**config.mk**
```make
export PLATFORM = sky130hd
export DESIGN_NAME = count_seq_ctrl
export DESIGN_NICKNAME = d
export VERILOG_FILES = /design/src/rtl/count_seq_ctrl.sv
export SDC_FILE = /design/constraint.sdc
export NUM_CORES = 1
export LEC_CHECK = 0
export CELL_PAD_IN_SITES_DETAIL_PLACEMENT = 2
export CELL_PAD_IN_SITES_GLOBAL_PLACEMENT = 2
export CORE_UTILIZATION = 35
export DETAILED_ROUTE_END_ITERATION = 7
export PLACE_DENSITY = 0.88
export SLEW_MARGIN = 40
export SYNTH_ARGS = -nofsm -noshare
export SYNTH_HDL_FRONTEND = slang
export SYNTH_SLANG_ARGS = --single-unit
```
**constraint.sdc**
```tcl
create_clock -name clk -period 3.6 [get_ports clk]
set_input_delay 0.72 -clock clk [delete_from_list [all_inputs] [get_ports clk]]
set_output_delay 0.72 -clock clk [all_outputs]
set_load 0.05 [all_outputs]
```
**src/rtl/count_seq_ctrl.sv**
```systemverilog
// rtl/count_seq_ctrl.sv - mode-driven clear/count/readout sequencer for the histogram RAM
// Owns the single-port RAM: zero-fills it, bins hit rising edges per time bin, or streams it out.
module count_seq_ctrl #(
   parameter int ADDR_BITS  = 12,
   parameter int DATA_BITS  = 12,
   parameter int MEM_SIZE   = 64,
   parameter int BIN_CYCLES = 16
) (
   input  logic                 clk,
   input  logic                 rst_n,
   input  logic [2:0]           mode,
   input  logic                 hit,
   input  logic                 read,
   input  logic                 out_ready,
   input  logic [DATA_BITS-1:0] mem_rdata,
   output logic [ADDR_BITS-1:0] mem_addr,
   output logic                 mem_we,
   output logic                 mem_re,
   output logic [DATA_BITS-1:0] mem_wdata,
   output logic [DATA_BITS-1:0] dout,
   output logic [ADDR_BITS-1:0] dout_addr,
   output logic                 dout_valid,
   output logic                 busy,
   output logic                 done,
   output logic                 mode_err
);

   localparam int CYC_W = (BIN_CYCLES > 1) ? $clog2(BIN_CYCLES) : 1;
   localparam logic [CYC_W-1:0]     CYC_LAST = CYC_W'(BIN_CYCLES - 1);
   localparam logic [ADDR_BITS-1:0] MEM_LAST = ADDR_BITS'(MEM_SIZE - 1);
   localparam logic [DATA_BITS-1:0] ACC_MAX  = '1;

   localparam logic [2:0] MODE_IDLE  = 3'b000;
   localparam logic [2:0] MODE_CLEAR = 3'b100;
   localparam logic [2:0] MODE_COUNT = 3'b001;
   localparam logic [2:0] MODE_READ  = 3'b010;

   typedef enum logic [2:0] {
      S_IDLE, S_CLEAR, S_COUNT, S_RD_REQ, S_RD_WAIT, S_RD_OUT, S_DONE
   } state_t;

   state_t               state_q;
   logic [2:0]           op_mode_q;
   logic [ADDR_BITS-1:0] addr_q;
   logic [CYC_W-1:0]     cyc_q;
   logic [DATA_BITS-1:0] acc_q;
   logic                 hit_q;
   logic [DATA_BITS-1:0] dout_q;
   logic [ADDR_BITS-1:0] dout_addr_q;
   logic                 dout_valid_q;
   logic                 mode_err_q;

   logic                 hit_rise;
   logic                 abort;
   logic                 bin_end;
   logic [DATA_BITS-1:0] acc_d;

   assign hit_rise = hit & ~hit_q;
   assign abort    = (mode != op_mode_q);
   assign bin_end  = (cyc_q == CYC_LAST);
   // A hit landing in the bin's last cycle (or the abort cycle) still counts into that bin.
   assign acc_d    = (acc_q == ACC_MAX) ? acc_q : acc_q + DATA_BITS'(hit_rise);

   always_comb begin
      mem_we    = 1'b0;
      mem_re    = 1'b0;
      mem_addr  = '0;
      mem_wdata = '0;
      case (state_q)
         S_CLEAR: begin
            mem_we   = 1'b1;
            mem_addr = addr_q;
         end
         S_COUNT: begin
            if (abort || bin_end) begin
               mem_we    = 1'b1;
               mem_addr  = addr_q;
               mem_wdata = acc_d;
            end
         end
         S_RD_REQ: begin
            if (!abort && read) begin
               mem_re   = 1'b1;
               mem_addr = addr_q;
            end
         end
         default: ;
      endcase
   end

   always_ff @(posedge clk or negedge rst_n) begin
      if (!rst_n) begin
         state_q      <= S_IDLE;
         op_mode_q    <= '0;
         addr_q       <= '0;
         cyc_q        <= '0;
         acc_q        <= '0;
         hit_q        <= 1'b0;
         dout_q       <= '0;
         dout_addr_q  <= '0;
         dout_valid_q <= 1'b0;
         mode_err_q   <= 1'b0;
      end else begin
         hit_q <= hit;
         case (state_q)
            S_IDLE: begin
               op_mode_q <= mode;
               addr_q    <= '0;
               cyc_q     <= '0;
               acc_q     <= '0;
               case (mode)
                  MODE_CLEAR: state_q <= S_CLEAR;
                  MODE_COUNT: state_q <= S_COUNT;
                  MODE_READ:  state_q <= S_RD_REQ;
                  MODE_IDLE:  state_q <= S_IDLE;
                  default:    mode_err_q <= 1'b1;
               endcase
            end
            S_CLEAR: begin
               if (abort) begin
                  state_q <= S_IDLE;
               end else if (addr_q == MEM_LAST) begin
                  addr_q  <= '0;
                  state_q <= S_DONE;
               end else begin
                  addr_q <= addr_q + ADDR_BITS'(1);
               end
            end
            S_COUNT: begin
               if (abort) begin
                  state_q <= S_IDLE;
               end else if (bin_end) begin
                  acc_q <= '0;
                  cyc_q <= '0;
                  if (addr_q == MEM_LAST) begin
                     addr_q  <= '0;
                     state_q <= S_DONE;
                  end else begin
                     addr_q <= addr_q + ADDR_BITS'(1);
                  end
               end else begin
                  acc_q <= acc_d;
                  cyc_q <= cyc_q + CYC_W'(1);
               end
            end
            S_RD_REQ: begin
               if (abort) state_q <= S_IDLE;
               else if (read) state_q <= S_RD_WAIT;
            end
            S_RD_WAIT: begin
               if (abort) begin
                  state_q <= S_IDLE;
               end else begin
                  dout_q       <= mem_rdata;
                  dout_addr_q  <= addr_q;
                  dout_valid_q <= 1'b1;
                  state_q      <= S_RD_OUT;
               end
            end
            S_RD_OUT: begin
               if (abort) begin
                  dout_valid_q <= 1'b0;
                  state_q      <= S_IDLE;
               end else if (out_ready) begin
                  dout_valid_q <= 1'b0;
                  if (addr_q == MEM_LAST) begin
                     addr_q  <= '0;
                     state_q <= S_DONE;
                  end else begin
                     addr_q  <= addr_q + ADDR_BITS'(1);
                     state_q <= S_RD_REQ;
                  end
               end
            end
            S_DONE: begin
               if (mode == MODE_IDLE) state_q <= S_IDLE;
            end
            default: state_q <= S_IDLE;
         endcase
      end
   end

   assign dout       = dout_q;
   assign dout_addr  = dout_addr_q;
   assign dout_valid = dout_valid_q;
   assign mode_err   = mode_err_q;
   assign busy       = (state_q != S_IDLE) && (state_q != S_DONE);
   assign done       = (state_q == S_DONE);

endmodule

```
* Yosys cells after proc, flatten, opt, wreduce, memory -nomap -nowiden
Cells that the tools add are included.
Operators by class: reduce and logical (&&, ||, !) cells 17, shift operators 0, bitwise logic cells 4, equality and inequality tests 25, $mul 0, magnitude comparators 0, $add $sub $neg 3, div/mod/pow operators 0, muxes and demuxes 40
Operators with widths (count):
- $mux W12 | 13
- $pmux W12 S4 | 1
- $pmux W12 S3 | 1
- $mux W3 | 11
- $pmux W12 S2 | 1
- $pmux W3 S7 | 1
- $add A12 B1 Y12 | 1
- $add A12 B1 Y12 const B | 1
- $eq A12 B12 Y1 const B | 1
- $eq A12 B6 Y1 const B | 1
- $eq A3 B3 Y1 const B | 4
- $ne A2 B2 Y1 const B | 6
- $ne A3 B3 Y1 const B | 4
- $pmux W3 S4 | 1
- $eq A3 B2 Y1 const B | 3
- $mux W4 | 2
- $pmux W4 S2 | 1
- $eq A3 B1 Y1 const B | 2
- $logic_not A3 Y1 | 2
- $mux W1 | 6
- $reduce_and A2 Y1 | 3
- $reduce_and A6 Y1 | 1
- $ne A5 B2 Y1 const B | 1
- $reduce_and A5 Y1 | 1
- other kinds (15) | 20
Storage, ports and cells: bits in latches 0, ROM bits 0, memories kept 0, register bits after elaboration 61, word-level logic and storage cells 99, bits of input ports 20, memory bits (writable) 0, output and inout bits 54

* Longest topological paths before layout
Gate-level depths: netlist of run 1.
depth in word-level cells 7, mapped depth 8, mapped depth without buffers 7

* Worst setup path after synthesis of run 1
OpenSTA, ideal clock, no wires.
path kind input to output, start point in mode[0], end point out mem_re, slack 0.123 ns, cell stages on the path 4, arrival 2.757 ns, required time 2.880 ns, buffers on the path 1, path through buf_4 > xnor2_4 > nand3_4 > nor4_1
On the way: word-level cells in the longest chain between the ends 5
Ends and longest elaborated chain:
- start: declaration | line 11 | input logic [2:0] mode,
- $ne A3 B3 Y1 | line 59 | assign abort = (mode != op_mode_q);
- $logic_not A1 Y1 | line 82 | if (!abort && read) begin
- $logic_and A1 B1 Y1 | line 82
- $mux W1 | line 82
- $mux W1 | line 69 | case (state_q)
- end: declaration | line 18 | output logic mem_re,
Every way passes these cells.

* Worst setup path after layout of run 1
start point in hit, end point out mem_wdata[4]
On the way: word-level cells in the longest chain between the ends 5
Ends and longest elaborated chain:
- start: declaration | line 12 | input logic hit,
- $and A1 B1 Y1 | line 58 | assign hit_rise = hit & ~hit_q;
- $add A12 B1 Y12 | line 62 | assign acc_d = (acc_q == ACC_MAX) ? acc_q : acc_q + DATA_BITS'(hit_rise);
- $mux W12 | line 62
- $mux W12 | line 75 | if (abort || bin_end) begin
- $mux W12 | line 69
- end: declaration | line 19 | output logic [DATA_BITS-1:0] mem_wdata,
Every way passes these cells.

==> summary.log, run 1 <==
[sta] post-route worst hold slack 0.329 ns
[critical_path] CP max FO 5
[sta] share of the clock period used by the worst path after layout 0.971
[global_route] first-pass GRT wire length 19600 um
[sta] Final Hold Violating Endpoints 0
[synth] Ys Warns 0
[synth] unique cell type count in the Yosys netlist 65
[synth] most used flip-flop cell after synthesis dfrtp_1
[critical_path] number of cells traversed by the worst register-to-register path 5
[floorplanning] number of placed I/O pins 74
[clock_tree] cell chosen for the clock root clkbuf_8
[synth] leading post-synthesis cells by cell area dfrtp_1 41%, mux2_4 7.8%, nand2_1 4.1%
[clock_tree] clock insertion delay at the later pin of the skew report 0.36 ns
[global_route] pin count of the biggest net entering global routing 37
[layout] layout cell share with drive strength beyond 1 0.230
[drt] wire length after detailed routing 12000 um
[clock_tree] Clock Sinks 61
[synth] synth cell count leaders 61 x dfrtp_1, 40 x nand2_1, 23 x o21ai_0, 22 x nor2_1, 20 x a21oi_1
[power] Overall Power 0.00353 W
[placement] Placer Congestion 0.814
[floorplanning] CORE AREA 0.0103 mm2
[clock_tree] number of hold-repair buffers added at the cts stage 0
[floorplanning] height of the die 105 um
[drt] Starting DRT DRC Count 81
[global_route] antenna violations before repair 0
[synth] EDFF count, synth 0
[synth] ys async rst share 1.00
[critical_path] Reg-to-Reg Start state_q[2]$_DFFE_PN0P_
[floorplanning] number of cell rows 37
[power] Static Leakage 2.09 nW
[floorplanning] die area 0.0109 mm2
[sta] fmax 286 MHz
[clock_tree] number of buffers created by CTS 9
[power] PD cells 718 mW/mm2
[hold_path] worst min-delay path category primary input to async pin
[synth] cell type contributing the most total cell area after synthesis dfrtp_1
[sta] Slew @ Worst Pin 0.623 ns
[sta] worst max-slew margin expressed relative to the limit 0.583
[synth] mapped cell area 0.00368 mm2
[global_route] GRT Util Overall 0.231
[floorplanning] Die Wd 105 um
[synth] proportion of netlist area held by the largest area contributor 0.415
[sta] setup skew after layout 0.00778 ns
[critical_path] required time of the worst setup path 2.88 ns
[drt] wire length per cell after detailed routing 20.2 um
[placement] post-DP HPWL 8320 um
[synth] fraction of the yosys area taken by sequential cells 0.415
[power] IR Drop Worst-Case VDD 0.295 mV
[layout] antenna diode count 0
[critical_path] kind of end point of the critical path output port
[drt] DR vias 3286
[clock_tree] CTS tree yes
[drt] vias per cell 5.54
[synth] #FFs+latches synth 61
[layout] Final nets 476
[clock_tree] maximum number of buffers from clock root to sink 2
[layout] area growth from synthesis to layout 33.6%
[drt] total iterations of the first detailed-routing run 4
[critical_path] arrival time at the worst endpoint 2.77 ns
[placement] number of buffers inserted by port buffering 73
[synth] most frequent cell after synthesis dfrtp_1
[sta] Final setup violation count 0
[sta] number of pins with negative max-slew slack in the final report 0
[critical_path] worst reg2reg setup slack 1.18 ns
[drt] Final ANT Viol Nets 0
[clock_tree] Clock Pin Slew Worst Setup and Hold Paths 0.07 ns
[synth] mean area per synthesized cell 9.95 um2
[floorplanning] initial core utilization 0.358
[global_route] global route total overflow 0
[clock_tree] H-tree level count 3
[run_status] outcome complete, no violations
[critical_path] Reg2Reg Capture Point acc_q[3]$_DFFE_PN0P_
[synth] gate count after technology mapping 370
[critical_path] Critical Path Start Type primary input
[synth] net count after synthesis 394
[job] Max-cap violations 0
[critical_path] Setup Crit Path Kind primary input to output port
[global_route] via count of the first global-routing pass 3578
[drt] total DRC errors in the routed layout 0
[sta] fin crit period 3.49 ns
worst max-delay path by stage:
stage             from             to  slack [ns]
5_1_grt            hit   mem_wdata[4]       -0.03
3_5_place_dp       hit  mem_wdata[10]        0.04
6_report           hit   mem_wdata[4]        0.11
2_1_floorplan  mode[0]         mem_re        0.12
3_3_place_gp       hit  mem_wdata[10]        0.15
4_1_cts            hit  mem_wdata[10]        0.03
metrics by stage:
| step | instances | setup WS, ns | util | area (um2) | TNS [ns] |
|---|---|---|---|---|---|
| floorplan | 370 | 0.123 | - | 3680 | 0 |
| global placement | 576 | 0.151 | 0.453 | 4650 | 0 |
| detailed placement | 576 | 0.0422 | 0.453 | 4650 | 0 |
| CTS | 592 | 0.0292 | 0.476 | 4890 | 0 |
| global route | 593 | -0.0259 | 0.478 | 4920 | -0.0924 |
| finish | 593 | 0.105 | 0.478 | 4920 | 0 |
layer usage:
layer | vias to the layer above | global-route usage | share of wire
met2 | 81 | 0.404 | 0.52
met5 | - | 0 | 0
met1 | 1680 | 0.282 | 0.43
met4 | 0 | 0.0745 | 0.019
li1 | 1510 | - | -
met3 | 15 | 0.0493 | 0.035
layout by cell type (no fill, tap or decap), types with 12 or more instances in the layout:
| master | count |
|---|---|
| dfrtp_1 | 61 |
| clkdlybuf4s50_1 | 46 |
| nand2_1 | 40 |
| buf_4 | 32 |
| o21ai_0 | 23 |
| nor2_1 | 22 |
| a21oi_1 | 19 |
| mux2_4 | 19 |
| nand3_1 | 13 |
| buf_12 | 13 |
| nor3_1 | 12 |
state kept, by name (all words and copies together), names as in the netlist:
name,flops
op_mode_q,3
dout_valid,1
hit_q,1
mode_err,1
state_q,3
dout,12
cyc_q,4
acc_q,12
addr_q,12
dout_addr,12
timing repair:
action / CTS / global route
buffers inserted: 0 / 1
endpoints found under the setup margin: 0 / 7
gates resized for setup: 0 / 5
final cells by class:
cell class                      count  area, um2
Clock inverter                      4       95.1
Clock buffer                       12        145
Multi-Input combinational cell    278       1980
Inverter                           11       41.3
Sequential cell                    61       1530
Tap cell                          136        170
Timing Repair Buffer               91        961
Fill cell                        1078       5360
cells by family after synthesis:
kind of cell	after synthesis	share of synthesized area
xor gates and xnor gates	14	0.0456
DFF	61	0.415
buffers and inverters	31	0.0517
and+or+nand+nor	140	0.207
AOI/OAI and AO/OA	98	0.182
muxes	21	0.0830
adders and majority gates	5	0.0163
critical path, stage by stage:
cell,delay (ns)
clkdlybuf4s50_1,0.47
nor2b_1,0.13
ha_1,0.25
ha_1,0.19
and3_2,0.23
buf_4,0.14
o211ai_1,0.08
a31oi_1,0.36
buf_12,0.19
report_power, final:
| group | internal (W) | switching, W |
|---|---|---|
| logic | 0.000647 | 0.00114 |
| registers | 0.000817 | 0.000165 |
| clock network | 0.000478 | 0.000287 |
| total | 0.00194 | 0.00159 |
Power figures use the tool's default switching activity.
==> run 2, diff against run 1 <==
==> constraint.sdc (replaced) <==
create_clock -name clk -period 4.33 [get_ports clk]
set_input_delay 0.866 -clock clk [delete_from_list [all_inputs] [get_ports clk]]
set_output_delay 0.866 -clock clk [all_outputs]
set_load 0.05 [all_outputs]
==> summary.log, run 2 (same netlist as run 1, synthesis figures left out) <==
[placement] number of buffers inserted by port buffering 73
[critical_path] cell breakdown of the critical path clkdlybuf4s50_1, nor2b_1, ha_1, ha_1, and3_1, nand4_1, xor2_1, a21oi_1, buf_12
[critical_path] arrival time at the worst endpoint 3.14 ns
[drt] total DRC errors in the routed layout 0
[clock_tree] CTS tree yes
[floorplanning] height of the die 105 um
[sta] setup repair after global routing missed its margin no
[layout] area of combinational cells with multiple inputs 0.00196 mm2
[floorplanning] die area 0.0109 mm2
[clock_tree] clock insertion delay at the later pin of the skew report 0.35 ns
[clock_tree] H-tree level count 3
[critical_path] cell with the largest stage delay on the worst path clkdlybuf4s50_1
[floorplanning] Die Wd 105 um
[clock_tree] Post-CTS Setup Inserts 0
[layout] fillers 1115
[drt] wire length per cell after detailed routing 19.7 um
[floorplanning] CORE AREA 0.0103 mm2
[placement] Placer Congestion 0.796
[sta] setup skew after layout 0.0129 ns
[sta] Final Hold Violating Endpoints 0
[critical_path] CP max FO 8
[sta] number of pins with negative max-slew slack in the final report 0
[placement] Placed Instances 562
[power] IR Drop Worst-Case VDD 0.280 mV
[clock_tree] cell chosen for the clock root clkbuf_8
[global_route] first-pass GRT wire length 19200 um
[drt] wire length after detailed routing 11400 um
[floorplanning] number of placed I/O pins 74
[drt] total iterations of the first detailed-routing run 4
[floorplanning] initial core utilization 0.358
[clock_tree] CTS-repair resized insts 0
[clock_tree] Clock Pin Slew Worst Setup and Hold Paths 0.08 ns
[job] Max-cap violations 0
[global_route] antenna violations before repair 0
[layout] antenna diode count 0
[global_route] global route total overflow 0
[layout] Final nets 461
[global_route] GRT Util Overall 0.221
[sta] setup TNS after final layout 0 ns
[clock_tree] Clock Sinks 61
[hold_path] worst min-delay path category primary input to async pin
[sta] worst max-slew margin expressed relative to the limit 0.451
[placement] Post-DP Area 0.00446 mm2
[critical_path] Critical Path Start Type primary input
[layout] layout cell share with drive strength beyond 1 0.192
[sta] fin crit period 4.01 ns
[placement] minimum setup slack after placement 0.312 ns
[drt] Final ANT Viol Nets 0
[critical_path] Buf+Inv Stages, Crit Path 2
[run_status] outcome complete, no violations
[critical_path] Setup Crit Path Kind primary input to output port
[sta] share of the clock period used by the worst path after layout 0.925
[floorplanning] number of cell rows 37
[layout] top library cells by usage in the layout, fill and taps aside 61 x dfrtp_1, 46 x clkdlybuf4s50_1, 40 x nand2_1
[layout] most frequent standard cell in the layout excluding fill and tap cells dfrtp_1
[layout] combined flip-flop and latch cell area 0.00153 mm2
[sta] Final setup violation count 0
[layout] area growth from synthesis to layout 26.5%
[global_route] pin count of the biggest net entering global routing 35
[power] PD cells 592 mW/mm2
[clock_tree] number of buffers created by CTS 9
[drt] vias per cell 5.62
[critical_path] required time of the worst setup path 3.46 ns
[clock_tree] maximum number of buffers from clock root to sink 2
[clock_tree] number of hold-repair buffers added at the cts stage 0
[sta] fmax 250 MHz
[critical_path] worst reg2reg setup slack 1.66 ns
[critical_path] cell seen most often among critical-path stages ha_1
[power] Static Leakage 1.98 nW
[drt] Starting DRT DRC Count 88
[global_route] via count of the first global-routing pass 3576
[critical_path] kind of end point of the critical path output port
[drt] DR vias 3248
[critical_path] largest stage delay on the critical path 0.47 ns
[sta] post-route worst hold slack 0.465 ns
[sta] Slew @ Worst Pin 0.820 ns
[sta] final worst-path setup slack 0.324 ns
[placement] post-DP HPWL 8240 um
[layout] final standard cell area without fillers 0.00465 mm2
[layout] final cell count without fillers 578
[critical_path] cell family with most CP delay simple AND/OR/NAND/NOR gates
==> run 2: final timing paths <==
path                                   startpoint                endpoint  depth (start not counted)
hold reg to reg              mode_err$_DFFE_PN0P_    mode_err$_DFFE_PN0P_                          1
min in group clk             mode_err$_DFFE_PN0P_    mode_err$_DFFE_PN0P_                          1
setup reg to reg           state_q[2]$_DFFE_PN0P_  addr_q[10]$_DFFE_PN0P_                          6
max in group asynchronous                   rst_n   addr_q[4]$_DFFE_PN0P_                          2
hold / removal                              rst_n    dout[10]$_DFFE_PN0N_                          1
setup / recovery                              hit           mem_wdata[10]                          9
==> run 2: power by group <==
part,internal [W],leakage [nW],switching [W]
combinational,0.000495,1.06,0.000930
sequential,0.000679,0.821,0.000139
clock,0.000268,0.0975,0.000244
total,0.00144,1.98,0.00131
==> run 2: layout make-up <==
type / count / share of cell area
Tap cell: 136 / 0.0366
Timing Repair Buffer: 76 / 0.163
Clock inverter: 5 / 0.0132
Multi-Input combinational cell: 278 / 0.422
Sequential cell: 61 / 0.328
Clock buffer: 11 / 0.0282
Inverter: 11 / 0.00887
==> run 2: worst register-to-register path: stages, from the launching register on <==
cell and delay, ns:
dfrtp_1 0.69, buf_4 0.30, nor3_1 0.13, a41o_1 0.29, a211oi_4 0.70, nand2b_2 0.34
o21ai_0 0.10
==> run 2: layer usage <==
layer / vias up / share of wire / GRT usage
li1: 1478 / - / -
met1: 1658 / 0.44 / 0.266
met2: 89 / 0.51 / 0.389
met3: 23 / 0.036 / 0.0449
met4: 0 / 0.021 / 0.0776
met5: - / 0 / 0
==> run 2: metrics by stage <==
| stage | total power [W] | utilization |
|---|---|---|
| after floorplan | 0.00182 | - |
| after global placement | 0.00218 | 0.434 |
| after detailed placement | 0.00224 | 0.434 |
| after CTS | 0.00278 | 0.453 |
| after global routing | 0.00291 | 0.453 |
| final | 0.00276 | 0.453 |
==> run 3, diff against run 2 <==
--- a/config.mk
+++ b/config.mk
@@ -5,11 +5,9 @@
 export SDC_FILE = /design/constraint.sdc
 export NUM_CORES = 1
 export LEC_CHECK = 0
-export CELL_PAD_IN_SITES_DETAIL_PLACEMENT = 2
-export CELL_PAD_IN_SITES_GLOBAL_PLACEMENT = 2
 export CORE_UTILIZATION = 35
 export DETAILED_ROUTE_END_ITERATION = 7
-export PLACE_DENSITY = 0.88
+export PLACE_DENSITY = 0.6
 export SLEW_MARGIN = 40
 export SYNTH_ARGS = -nofsm -noshare
 export SYNTH_HDL_FRONTEND = slang
==> summary.log, run 3 (same netlist as run 1, synthesis figures left out) <==
[run_status] outcome complete, no violations
[drt] total DRC errors in the routed layout 0
[critical_path] CP max FO 8
[sta] Slew @ Worst Pin 0.727 ns
[sta] post-route worst hold slack 0.463 ns
[floorplanning] Die Wd 105 um
[power] sw frac 0.455
[global_route] global route total overflow 0
[sta] share of the clock period used by the worst path after layout 0.913
[sta] Final Hold Violating Endpoints 0
[layout] area growth from synthesis to layout 26.6%
[power] Static Leakage 1.99 nW
[clock_tree] clock insertion delay at the later pin of the skew report 0.35 ns
[placement] Placer Congestion 0.842
[sta] fin crit period 3.95 ns
[sta] Final setup violation count 0
[layout] most frequent standard cell in the layout excluding fill and tap cells dfrtp_1
[sta] number of pins with negative max-slew slack in the final report 0
[drt] DR vias 3086
[layout] top library cells by usage in the layout, fill and taps aside 61 x dfrtp_1, 46 x clkdlybuf4s50_1, 40 x nand2_1
[layout] Util after Layout 0.453
[drt] vias per cell 5.35
[layout] layout cell share with drive strength beyond 1 0.195
[critical_path] required time of the worst setup path 3.46 ns
[placement] number of buffers inserted by port buffering 73
[layout] Final nets 461
[clock_tree] Clock Pin Slew Worst Setup and Hold Paths 0.07 ns
[placement] Post-DP Area 0.00445 mm2
[clock_tree] Post-CTS Setup Inserts 0
[sta] fmax 253 MHz
[floorplanning] height of the die 105 um
[job] Max-cap violations 0
[floorplanning] number of placed I/O pins 74
[clock_tree] cell chosen for the clock root clkbuf_8
[clock_tree] maximum number of buffers from clock root to sink 2
[power] clock group share of total power 0.202
[critical_path] Critical Path Start Type primary input
[drt] wire length after detailed routing 9100 um
[placement] post-DP HPWL 6320 um
[critical_path] cell breakdown of the critical path clkdlybuf4s50_1, nor2b_1, ha_1, ha_1, and3_1, nand4_1, xor2_1, a21oi_1, buf_12
[clock_tree] number of buffers created by CTS 9
[layout] final standard cell area without fillers 0.00466 mm2
[power] IR Drop Worst-Case VDD 0.437 mV
[global_route] pin count of the biggest net entering global routing 36
[global_route] via count of the first global-routing pass 2958
[critical_path] kind of end point of the critical path output port
[clock_tree] CTS-repair resized insts 0
[layout] antenna diode count 0
[floorplanning] number of cell rows 37
[drt] total iterations of the first detailed-routing run 4
[floorplanning] initial core utilization 0.358
[clock_tree] H-tree level count 3
[sta] setup repair after global routing missed its margin no
[critical_path] Setup Crit Path Kind primary input to output port
[power] Overall Power 0.00272 W
[drt] Final ANT Viol Nets 0
[drt] Starting DRT DRC Count 133
[critical_path] cell with the largest stage delay on the worst path clkdlybuf4s50_1
[sta] setup TNS after final layout 0 ns
[global_route] first-pass GRT wire length 15200 um
[clock_tree] number of hold-repair buffers added at the cts stage 0
[global_route] GRT Util Overall 0.176
[floorplanning] die area 0.0109 mm2
[power] PD cells 584 mW/mm2
[drt] wire length per cell after detailed routing 15.8 um
[power] share of power burned in registers 0.292
[floorplanning] CORE AREA 0.0103 mm2
[power] share of total power in combinational logic 0.506
[sta] worst max-slew margin expressed relative to the limit 0.513
[sta] setup skew after layout 0.0106 ns
[critical_path] largest stage delay on the critical path 0.47 ns
[hold_path] worst min-delay path category primary input to async pin
[power] cell-internal power 0.00148 W
[clock_tree] CTS tree yes
[critical_path] cell seen most often among critical-path stages ha_1
[critical_path] arrival time at the worst endpoint 3.09 ns
[power] power spent charging and discharging nets 0.00124 W
[global_route] antenna violations before repair 0
[clock_tree] Clock Sinks 61
[layout] fillers 1026
==> run 3: cell count changes in the layout (fill, tap and decap cells not counted), sizes merged <==
| cell | previous run | this run |
|---|---|---|
| clkbuf | 11 | 12 |
| clkinv | 5 | 3 |
==> run 3: final timing paths <==
path                                        startpoint                       end  slack, ns  cells after the start
worst max-delay path                               hit             mem_wdata[10]       0.38                      9
worst min-delay path                             rst_n  dout_addr[1]$_DFFE_PN0N_       0.46                      1
worst max register to register  state_q[0]$_DFFE_PN0P_    addr_q[10]$_DFFE_PN0P_       1.94                      5
worst min register to register    mode_err$_DFFE_PN0P_      mode_err$_DFFE_PN0P_       0.47                      1
max in group asynchronous                        rst_n      cyc_q[2]$_DFFE_PN0P_       3.12                      2
min in group clk                  mode_err$_DFFE_PN0P_      mode_err$_DFFE_PN0P_       0.47                      1
==> run 3: stage by stage <==
step | setup WS [ns] | cells
after global placement | 0.415 | 562
after global routing | 0.162 | 577
after CTS | 0.387 | 577
after floorplan | 0.561 | 370
final | 0.377 | 577
after detailed placement | 0.400 | 562
==> run 3: critical path: cells and delay by family <==
| kind | cells | cell delay (ns) |
|---|---|---|
| AND/OR/NAND/NOR | 3 | 0.67 |
| buffers and inverters | 2 | 0.64 |
| adder cells (fa/ha/maj) | 2 | 0.48 |
| AO/OA/AOI/OAI | 1 | 0.25 |
| XOR/XNOR | 1 | 0.18 |
==> run 3: layout make-up <==
cell class	instances	area, um2	area share
clock buffer	12	165	0.0355
clock inverter	3	43.8	0.00940
inverter	11	41.3	0.00886
multi-input combinational	278	1960	0.421
sequential	61	1530	0.328
tap	136	170	0.0365
timing repair buffer	76	748	0.161
==> run 3: power by group through the flow <==
| stage | clock (W) | combinational (W) | sequential, W |
|---|---|---|---|
| 2_1_floorplan | 0 | 0.000795 | 0.00102 |
| 3_3_place_gp | 0 | 0.00137 | 0.000799 |
| 3_5_place_dp | 0 | 0.00137 | 0.000806 |
| 4_1_cts | 0.000566 | 0.00138 | 0.000794 |
| 5_1_grt | 0.000592 | 0.00147 | 0.000813 |
| 6_report | 0.000551 | 0.00138 | 0.000794 |
==> run 3: routing by layer <==
metal,share of wire,wire [um],GRT usage,vias to the layer above
met1,0.45,4140,0.232,1501
li1,-,-,-,1484
met5,0,0,0,-
met3,0.057,522,0.0424,7
met2,0.48,4340,0.280,94
met4,0.010,92,0.0643,0
